<file path="config.mk">
export PLATFORM = sky130hd
export DESIGN_NAME = seg_serial_rx
export DESIGN_NICKNAME = d
export VERILOG_FILES = /design/src/rtl/seg_serial_rx.sv
export SDC_FILE = /design/constraint.sdc
export NUM_CORES = 1
export LEC_CHECK = 0
export ABC_AREA = 1
export CORE_MARGIN = 4
export CORE_UTILIZATION = 50
export CTS_CLUSTER_DIAMETER = 200
export DETAILED_ROUTE_END_ITERATION = 12
export PLACE_DENSITY = 0.76
export SYNTH_ARGS = -nofsm -noshare
export SYNTH_HDL_FRONTEND = slang
export SYNTH_SLANG_ARGS = --single-unit
</file>
<file path="constraint.sdc">
create_clock -name clk_100mhz -period 4.2 [get_ports clk_100mhz]
set_input_delay 0.63 -clock clk_100mhz [delete_from_list [all_inputs] [get_ports clk_100mhz]]
set_output_delay 0.63 -clock clk_100mhz [all_outputs]
set_load 0.02 [all_outputs]
</file>
<file path="src/rtl/seg_serial_rx.sv">
`timescale 1ns/1ps
// seg_serial_rx
// Receiving end of the serial 7-segment display link. The link inputs are
// oversampled in the clk_100mhz domain, and each frame is deserialised into a
// parallel segment word.
//
// Ports
//   clk_100mhz   in   system clock, rising edge
//   RSTN         in   async active-low reset
//   seg_clk      in   link shift clock; data is sampled on its rising edge
//   seg_sout     in   link serial data, MSB first
//   SEG_PEN      in   link parallel-enable; its rising edge ends the frame
//   seg_clm      in   link clear, active-low, level-sensitive
//   par_data     out  last good frame; the MSB is the first bit shifted in
//   frame_valid  out  1-cycle pulse: par_data was just loaded with a good frame
//   frame_err    out  1-cycle pulse: frame ended with a bit count != DATA_BITS
//   bit_cnt      out  bits received so far in the current frame (saturating)
//
// state      | meaning
// -----------+------------------------------------------------------
// ST_EMPTY   | no bits received in the current frame
// ST_SHIFTING| 0 < bit_cnt < DATA_BITS
// ST_FULL    | exactly DATA_BITS bits received, so the frame can be latched
// ST_OVER    | more than DATA_BITS bits received; frame will be rejected
module seg_serial_rx #(
  parameter int DATA_BITS   = 64,
  parameter int SYNC_STAGES = 2,
  localparam int CNT_W      = $clog2(DATA_BITS + 1)
) (
  input  logic                 clk_100mhz,
  input  logic                 RSTN,
  input  logic                 seg_clk,
  input  logic                 seg_sout,
  input  logic                 SEG_PEN,
  input  logic                 seg_clm,
  output logic [DATA_BITS-1:0] par_data,
  output logic                 frame_valid,
  output logic                 frame_err,
  output logic [CNT_W-1:0]     bit_cnt
);

  localparam logic [1:0] ST_EMPTY    = 2'd0;
  localparam logic [1:0] ST_SHIFTING = 2'd1;
  localparam logic [1:0] ST_FULL     = 2'd2;
  localparam logic [1:0] ST_OVER     = 2'd3;

  localparam logic [CNT_W-1:0] CNT_MAX = CNT_W'(DATA_BITS);

  // All four link inputs use the same synchroniser depth, so data stays
  // aligned with the shift clock that qualifies it.
  logic [SYNC_STAGES-1:0] clk_sync_q;
  logic [SYNC_STAGES-1:0] sout_sync_q;
  logic [SYNC_STAGES-1:0] pen_sync_q;
  logic [SYNC_STAGES-1:0] clm_sync_q;
  logic                   clk_prev_q;
  logic                   pen_prev_q;

  logic clk_s, sout_s, pen_s, clm_s;
  logic clk_rise, pen_rise, clr;

  logic [DATA_BITS-1:0] shift_q, shift_d;
  logic [DATA_BITS-1:0] par_q, par_d;
  logic [CNT_W-1:0]     cnt_q, cnt_d;
  logic [1:0]           state_q, state_d;
  logic                 valid_q, valid_d;
  logic                 err_q, err_d;

  always_ff @(posedge clk_100mhz or negedge RSTN) begin
    if (!RSTN) begin
      clk_sync_q  <= '0;
      sout_sync_q <= '0;
      pen_sync_q  <= '0;
      clm_sync_q  <= '0;
      clk_prev_q  <= 1'b0;
      pen_prev_q  <= 1'b0;
    end else begin
      clk_sync_q  <= {clk_sync_q[SYNC_STAGES-2:0], seg_clk};
      sout_sync_q <= {sout_sync_q[SYNC_STAGES-2:0], seg_sout};
      pen_sync_q  <= {pen_sync_q[SYNC_STAGES-2:0], SEG_PEN};
      clm_sync_q  <= {clm_sync_q[SYNC_STAGES-2:0], seg_clm};
      clk_prev_q  <= clk_s;
      pen_prev_q  <= pen_s;
    end
  end

  assign clk_s  = clk_sync_q[SYNC_STAGES-1];
  assign sout_s = sout_sync_q[SYNC_STAGES-1];
  assign pen_s  = pen_sync_q[SYNC_STAGES-1];
  assign clm_s  = clm_sync_q[SYNC_STAGES-1];

  assign clk_rise = clk_s & ~clk_prev_q;
  assign pen_rise = pen_s & ~pen_prev_q;
  // The synced clear flops come out of reset at 0. Because of that, the
  // receiver stays in clear for a few cycles after RSTN is released.
  assign clr      = ~clm_s;

  always_comb begin
    shift_d = shift_q;
    par_d   = par_q;
    cnt_d   = cnt_q;
    state_d = state_q;
    valid_d = 1'b0;
    err_d   = 1'b0;

    if (clr) begin
      shift_d = '0;
      cnt_d   = '0;
      state_d = ST_EMPTY;
    end else begin
      if (clk_rise) begin
        // The shift keeps running past a full frame, so the newest DATA_BITS
        // bits are always held; the overflow state rejects the frame later.
        shift_d = DATA_BITS'({shift_q, sout_s});
        case (state_q)
          ST_FULL, ST_OVER: state_d = ST_OVER;
          default: begin
            cnt_d   = cnt_q + CNT_W'(1);
            state_d = (cnt_d == CNT_MAX) ? ST_FULL : ST_SHIFTING;
          end
        endcase
      end
      // The frame end looks at the post-shift view. Because of that, a bit
      // shifted in on the same cycle is part of the frame.
      if (pen_rise) begin
        if (state_d == ST_FULL) begin
          par_d   = shift_d;
          valid_d = 1'b1;
        end else begin
          err_d   = 1'b1;
        end
        cnt_d   = '0;
        state_d = ST_EMPTY;
      end
    end
  end

  always_ff @(posedge clk_100mhz or negedge RSTN) begin
    if (!RSTN) begin
      shift_q <= '0;
      par_q   <= '0;
      cnt_q   <= '0;
      state_q <= ST_EMPTY;
      valid_q <= 1'b0;
      err_q   <= 1'b0;
    end else begin
      shift_q <= shift_d;
      par_q   <= par_d;
      cnt_q   <= cnt_d;
      state_q <= state_d;
      valid_q <= valid_d;
      err_q   <= err_d;
    end
  end

  assign par_data    = par_q;
  assign frame_valid = valid_q;
  assign frame_err   = err_q;
  assign bit_cnt     = cnt_q;

endmodule

</file>
==> qor.csv, run 1 <==
metric,value,unit
combPwrFrac,3.8,%
dr.pass1.iters,4,
drv_slew,0,
clockBufferDepth,2,
vias,4990,
p_switching,689,uW
crit_start,bit_cnt[0]$_DFFE_PN0P_,
drt-initial-drc-count,400,
hold_viol,0,
grt_use_total,19.4,%
port_buffers,78,
critPathMaxFanout,65,
hpwlAfterDp,7560,um
synthToLayoutAreaGrowth,23.1,%
routedWlPerCell,12.9,um
post-route-period-util,56.3,%
htreeDepth,4,
final_core_util,63.0,%
critical_path.cell_chain,ha_1 > nand3_1 > o21bai_1 > nand2_1 > nor2_1 > nand3_1 > nand2_2 > buf_4 > nand4_1 > nand2_1,
die_h,122,um
clock_latency,0.41,ns
ys_seq_elements,149,
dieArea,14800,um2
status,"finished, final reports clean",
internal_power,2650,uW
synth_cells,783,
cap_violations,0,
timing.critical_path.arrival,2.71,ns
synth.cell_area,6480,um2
cts_made_buffers,17,
dp_slack,1.85,ns
cp-start-kind,register,
grt_pass1_wl,23100,um
required,4.55,ns
ant_nets,0,
total_leakage_power,0.00372,uW
drive_gt1_share,5.63,%
p_clk_share,52.5,%
antenna_found_initial,0,
ys.flop_type,dfrtp_1,
syn-num-nets,791,
critPathKind,reg2reg,
grt_max_degree,128,
fp-row-count,41,
rsz0062_at_grt,false,
worstReg2RegStart,bit_cnt[0]$_DFFE_PN0P_,
finalSetupViolCount,0,
post_cts_resize_count,0,
end_kind,register,
ios,79,
crit_path_top_delay_cell,buf_4,
synth.avg_cell_area,8.28,um2
postCtsSetupBuffers,0,
setup_ws,1.83,ns
die_x,122,um
routed_wl,13200,um
overflow,0,
yosysUniqueCellTypes,19,
ys_warn_count,0,
nets,847,
hp-class,in2async,
power_frac_seq,43.7,%
timing.slew.headroom,32.0,%
synth_edf_count,0,
hold_buffers,0,
drc,0,
seq_area_frac_synth,57.5,%
finClkSkew,0.00765,ns
cts.sinks,149,
fin_area,7980,um2
powerDensity,418,nW/um2
irDropWorstVdd,0.236,mV
core,12700,um2
clk_pin_slew,0.06,ns
antenna_cells,0,
via_per_inst,4.87,
root_buffer,clkbuf_16,
cts_tree,done,
sw_frac_of_total,20.6,%
finalSetupTns,0,ns
start_util,51.2,%
grt_pass1_vias,4830,
reg2reg_depth,10,
gp_congestion,0.828,
tightestPinTransition,1.02,ns
fmax,423,MHz
crit_path_max_incr_delay,0.56,ns
synthArstFlopShare,100,%
fin_crit,2.37,ns
placed_area,7300,um2
==> Yosys cell counts, types with 2 or more instances <==
cell type | number | area share [%]
nand4_1 | 65 | 6.3
nand2_1 | 213 | 12
or2_2 | 2 | 0.19
buf_4 | 8 | 0.93
buf_6 | 5 | 0.87
o21ai_0 | 68 | 5.3
clkbuf_1 | 27 | 1.6
nor2_1 | 78 | 4.5
nand3_1 | 8 | 0.62
a21oi_1 | 2 | 0.15
inv_1 | 143 | 8.3
dfrtp_1 | 149 | 58
ha_1 | 2 | 0.39
buf_2 | 8 | 0.62
==> power by group through the flow <==
stage,combinational [uW],sequential (uW),clock (uW)
finish,127,1460,1750
global route,145,1460,1840
CTS,131,1460,1770
detailed placement,130,1480,0
global placement,129,1480,0
floorplan,63.6,1490,0
==> critical path: cells and delay by family, from the launching register on <==
kind	cells	cell delay [ns]
buffers and inverters	1	0.56
adders and majority gates	1	0.25
DFF	1	0.44
AOI/OAI and AO/OA	1	0.15
and+or+nand+nor	7	0.88
==> state kept, by name (all words and copies together), names as in the netlist <==
signal       flops
frame_err        1
state_q          2
pen_prev_q       1
clk_prev_q       1
pen_sync_q       2
bit_cnt          7
par_data        64
clk_sync_q       2
shift_q         64
sout_sync_q      2
frame_valid      1
clm_sync_q       2
==> cell usage in the layout (no fill, tap or decap) <==
cell	synthesis	layout
nand2_1	213	211
dfrtp_1	149	149
inv_1	143	141
nor2_1	78	77
clkdlybuf4s50_1	0	77
o21ai_0	68	68
nand4_1	65	65
clkbuf_16	0	17
buf_4	8	8
nand3_1	8	7
bufinv_16	0	7
clkinv_2	0	5
or2_2	2	2
nand2_2	0	2
a21oi_1	2	2
ha_1	2	2
inv_2	0	1
o21bai_1	1	1
o21ai_1	1	1
xor2_1	1	1
nor2_4	0	1
nand3_2	0	1
o22ai_1	1	1
inv_6	0	1
clkinv_4	0	1
clkinvlp_4	0	1
clkbuf_1	27	1
buf_6	5	1
==> final cells by class <==
type | instances | area, um2
Inverter | 143 | 538
Tap cell | 172 | 215
Clock inverter | 14 | 255
Clock buffer | 18 | 429
Timing Repair Buffer | 86 | 842
Sequential cell | 149 | 3730
Fill cell | 1052 | 4690
Multi-Input combinational cell | 442 | 1970
==> metrics by stage <==
stage / total power, uW / hold WS, ns / instances
6_report: 3340 / 0.350 / 1024
5_1_grt: 3450 / 0.378 / 1024
4_1_cts: 3360 / 0.351 / 1024
3_5_place_dp: 1610 / 0.336 / 992
3_3_place_gp: 1610 / 0.335 / 992
2_1_floorplan: 1550 / 0.331 / 783
==> worst paths after layout <==
check | endpoint | slack (ns)
max in group asynchronous | bit_cnt[1]$_DFFE_PN0P_ | 2.99
hold reg to reg | pen_sync_q[1]$_DFF_PN0_ | 0.35
min in group clk_100mhz | pen_sync_q[1]$_DFF_PN0_ | 0.35
setup / recovery | par_data[23]$_DFFE_PN0P_ | 1.83
hold / removal | par_data[24]$_DFFE_PN0P_ | 0.35
setup reg to reg | par_data[23]$_DFFE_PN0P_ | 1.83
==> layer usage <==
metal  vias to the layer above  wire, um  global-route usage [%]
met5                         -         0                       0
met4                         0       150                    6.09
met1                      2340      5830                    25.9
met3                        12       698                    4.36
met2                       107      6510                    31.9
li1                       2531         -                       -
==> logic make-up after synthesis <==
kind of cell,count (synthesis),share of synthesized area (%)
adder cells (fa/ha/maj),2,0.386
XOR/XNOR,1,0.135
flip-flops,149,57.5
buffers and inverters,192,12.3
AND/OR/NAND/NOR,366,23.9
AO/OA/AOI/OAI,73,5.70
Note: power is estimated with default switching activity, not from simulation.
==> inputs of run 2 (changes only) <==
==> constraint.sdc (replaced) <==
create_clock -name clk_100mhz -period 2.3 [get_ports clk_100mhz]
set_input_delay 0.345 -clock clk_100mhz [delete_from_list [all_inputs] [get_ports clk_100mhz]]
set_output_delay 0.345 -clock clk_100mhz [all_outputs]
set_load 0.02 [all_outputs]
==> run 2 against run 1 <==
  * Combinational power up 96%
  * Cell area up 0.63%
  * Final cell count is 0.59% higher
  * Worst setup slack got worse by 1.6 ns
  * Largest power group unchanged
  * Highest routed layer unchanged
==> qor.csv, run 2 (synthesis results as in run 1) <==
metric,value,unit,change
status,"finished, final reports clean",,
synthToLayoutAreaGrowth,23.9,%,
timing.slew.headroom,68.7,%,+37 points
port_buffers,78,,unchanged
required,2.59,ns,-1.96 ns
internal_power,4600,uW,+74%
drt-initial-drc-count,487,,+22%
ios,79,,unchanged
layout_common_cells,"211 x nand2_1, 148 x dfrtp_1, 141 x inv_1",,
clock_latency,0.42,ns,about the same
final_core_util,63.4,%,+0.39 points
regToRegSetupSlack,0.22,ns,-1.62 ns
wl_met3,566,um,-19%
top_layer_used,met4,,
finalNonFillerCells,1030,,+0.59%
rsz0062_at_grt,false,,
antenna_cells,0,,unchanged
power_frac_seq,45.9,%,+2.2 points
routed_wl,13400,um,+1.4%
finalSetupTns,0,ns,unchanged
critPathKind,reg2reg,,
post-route-period-util,90.5,%,+34 points
drc,0,,unchanged
wl_met1,6030,um,+3.5%
p_clk_share,49.9,%,-2.6 points
die_x,122,um,unchanged
grt_pass1_vias,5002,,+3.6%
via_per_inst,4.92,,+1.1%
clockBufferDepth,2,,unchanged
grt_use_total,19.5,%,+0.10 points
sw_frac_of_total,20.9,%,+0.30 points
nets,854,,+0.83%
cp-start-kind,register,,
tightestPinTransition,0.469,ns,-0.551 ns
drive_gt1_share,6.18,%,+0.54 points
fp-row-count,41,,unchanged
cts_tree,done,,
p_switching,1220,uW,+77%
htreeDepth,4,,unchanged
routedWlPerCell,13.0,um,+0.79%
critPathMaxFanout,22,,-66%
total_leakage_power,0.00374,uW,+0.56%
hpwlAfterDp,8180,um,+8.2%
place_inst,998,,+0.60%
ant_nets,0,,unchanged
cts_made_buffers,17,,unchanged
hold_viol,0,,unchanged
hp-class,reg2reg,,
vias,5072,,+1.6%
core,12700,um2,unchanged
cap_violations,0,,unchanged
finClkSkew,0.0123,ns,+0.00463 ns
postCtsSetupBuffers,0,,unchanged
dr.pass1.iters,4,,unchanged
fin_crit,2.08,ns,-0.285 ns
antenna_found_initial,0,,unchanged
end_kind,register,,
gp_congestion,0.843,,+1.8%
fmax,481,MHz,+14%
finalSetupViolCount,0,,unchanged
timing.critical_path.arrival,2.38,ns,-0.33 ns
irDropWorstVdd,0.536,mV,+130%
drv_slew,0,,unchanged
setup_ws,0.219,ns,-1.62 ns
start_util,51.2,%,unchanged
final_common_cell,nand2_1,,
powerDensity,724,nW/um2,+73%
dieArea,14800,um2,unchanged
grt_max_degree,128,,unchanged
combPwrFrac,4.3,%,+0.5 points
met2WireLength,6650,um,+2.1%
overflow,0,,unchanged
grt_pass1_wl,23500,um,+1.7%
cts.sinks,149,,unchanged
root_buffer,clkbuf_16,,
die_h,122,um,unchanged
dp_slack,0.222,ns,-1.63 ns
clk_pin_slew,0.05,ns,about the same
==> run 2: layout make-up <==
| cell class | instances | area, um2 |
|---|---|---|
| Fill cell | 1074 | 4640 |
| Multi-Input combinational cell | 442 | 1970 |
| Clock buffer | 22 | 474 |
| Timing Repair Buffer | 93 | 951 |
| Inverter | 143 | 538 |
| Tap cell | 172 | 215 |
| Clock inverter | 9 | 150 |
| Sequential cell | 149 | 3730 |
==> run 2: final timing paths <==
check / from / endpoint / cells past startpoint
max: bit_cnt[1]$_DFFE_PN0P_ / par_data[20]$_DFFE_PN0P_ / 11
min: sout_sync_q[0]$_DFF_PN0_ / sout_sync_q[1]$_DFF_PN0_ / 0
max reg2reg: bit_cnt[1]$_DFFE_PN0P_ / par_data[20]$_DFFE_PN0P_ / 11
min reg2reg: sout_sync_q[0]$_DFF_PN0_ / sout_sync_q[1]$_DFF_PN0_ / 0
max in group asynchronous: RSTN / par_data[24]$_DFFE_PN0P_ / 3
min in group asynchronous: RSTN / shift_q[22]$_DFF_PN0_ / 2
==> run 2: metal layers <==
metal | GRT usage [%] | vias up
met5 | 0 | -
met4 | 6.23 | 0
met3 | 3.34 | 12
met2 | 32.4 | 101
met1 | 26.4 | 2420
li1 | - | 2539
==> run 2: critical path, stage by stage, from the launching register on <==
cell	delay (ns)
dfrtp_1	0.43
ha_1	0.26
nand3_1	0.14
o21bai_1	0.15
nand2_1	0.08
nor2_1	0.14
nand3_1	0.12
nand2_2	0.14
nand3_2	0.13
buf_4	0.23
nand2_1	0.08
nand2_1	0.05
==> run 2: per-stage QoR <==
stage                     area, um2  power [uW]  hold WS, ns
after floorplan                6480        2840       0.0494
after global placement         7390        2960        0.317
after detailed placement       7390        2960        0.315
after CTS                      8030        5860        0.350
after global routing           8030        6020        0.354
final                          8030        5820        0.350
==> run 2: repair_timing <==
action | 4_1_cts | 5_1_grt
resized for setup | 0 | 2
hold endpoints to repair | 45 | 0
hold buffers | 1 | 0
endpoints found under the setup margin | 0 | 28
==> run 2: power by group through the flow <==
stage / clock network, uW / logic (uW) / registers, uW
2_1_floorplan: 0 / 116 / 2720
3_3_place_gp: 0 / 248 / 2710
3_5_place_dp: 0 / 250 / 2710
4_1_cts: 2940 / 253 / 2660
5_1_grt: 3070 / 282 / 2670
6_report: 2900 / 249 / 2670
==> RTL change (settings of run 2) <==
Change the parameter `SYNC_STAGES` from 2 to 4.
--- a/src/rtl/seg_serial_rx.sv
+++ b/src/rtl/seg_serial_rx.sv
@@ -26,3 +26,3 @@
   parameter int DATA_BITS   = 64,
-  parameter int SYNC_STAGES = 2,
+  parameter int SYNC_STAGES = 4,
   localparam int CNT_W      = $clog2(DATA_BITS + 1)
Formal check against the unedited RTL: not equivalent (Yosys sat finds a counterexample within 4 cycles, from zero or initial values and one cycle with RSTN low).
==> RTL change against run 2 <==
Non-clock buffer count decreased by 2. Total power increased by 4.6%. Setup slack improved by 0.028 ns. Wire length increased by 1.6%. Clock skew decreased by 0.0034 ns. Die area increased by 2.9%. Sequential power increased by 6%. Synthesized area increased by 3.1%. Sequential cell count increased by 8. Cell count increased by 0.49%. Worst hold slack got worse by 0.0065 ns. Cell area increased by 2.6%. Critical path type unchanged. Largest cell class unchanged. Largest power group unchanged.
==> RTL change: results <==
[grt]
grt_pass1_wl_um = 23000
grt_use_total_pct = 19.2

[yosys]
ys_seq_area_share_pct = 58.8
syn_nets = 799
synth-compound-area-share_pct = 5.52
synth_xor_area_share_pct = 0.131
yosys.area_share.adder_pct = 0.375
syn-instance-count = 791
synth_area_leaders = "dfrtp_1 (59%), nand2_1 (12%), inv_1 (8.0%)"

[drt]
finalWirelength_um = 13600
drtIter0Drc = 449
first_pass_iters = 5
vias_per_cell = 4.83

[sta]
period_needed_ns = 2.05
whs_ns = 0.343
relSlewSlack_pct = 54.0
clock_skew_ns = 0.00885

[worst_hold_path]
worstHoldStart = "pen_sync_q[0]$_DFF_PN0_"
hold-path-endpoint = "pen_sync_q[1]$_DFF_PN0_"

[placed_design]
place_congestion = 0.786
hpwl_um = 8050
placed_cell_area_um2 = 7590
post-place-ws_ns = 0.217

[worst_setup_path]
critPathCapture = "par_data[47]$_DFFE_PN0P_"
worstPathMaxFanout = 24
slowest_stage = "dfrtp_2"
critPathMaxStageDelay_ns = 0.42
reg2reg_depth = 9
arrival_ns = 2.41
r2r_setup_slack_ns = 0.25
rr_startpoint = "bit_cnt[0]$_DFFE_PN0P_"

[run_status]
outcome = "finished clean"

[cells_and_area]
seq_area_um2 = 3930
layout-drive-gt1-share_pct = 6.26
fin_nets = 860
stdcell_count = 1035
final.fill_count = 1066

[pwr]
p_leak_uw = 0.00382
ir_drop_mv = 0.479
[RTL change: cell types whose count changed after synthesis]
cell,change
dfrtp_1,+8
[RTL change: repair_timing]
item / 4_1_cts / 5_1_grt
endpoints found under the hold margin: 37 / 0
setup endpoints to repair: 0 / 53
resized for setup: 0 / 3
hold buffers: 1 / 0
[RTL change: layout make-up]
type,count,share of cell area (%)
multi-input cells,442,24.0
clock inverters,12,2.37
repair buffers,91,11.5
flip-flops and latches,157,47.7
inverters,143,6.53
clock buffers,18,5.33
well taps,172,2.61
[RTL change: metal layers]
metal  track usage (%)  routed length [µm]
met3              5.40                 580
met5                 0                   0
met2              29.2                6550
met1              26.7                6280
met4              6.30                 170
[RTL change: cells by family after synthesis]
group           Yosys count
simple gates            366
buf+inv                 192
flops                   157
compound gates           73
fa+ha+maj                 2
xor+xnor                  1
[RTL change: where the power goes]
group	switching [µW]	internal, µW	total (µW)
logic	190	69.8	259
registers	25.9	2800	2820
clock network	1070	1930	3000
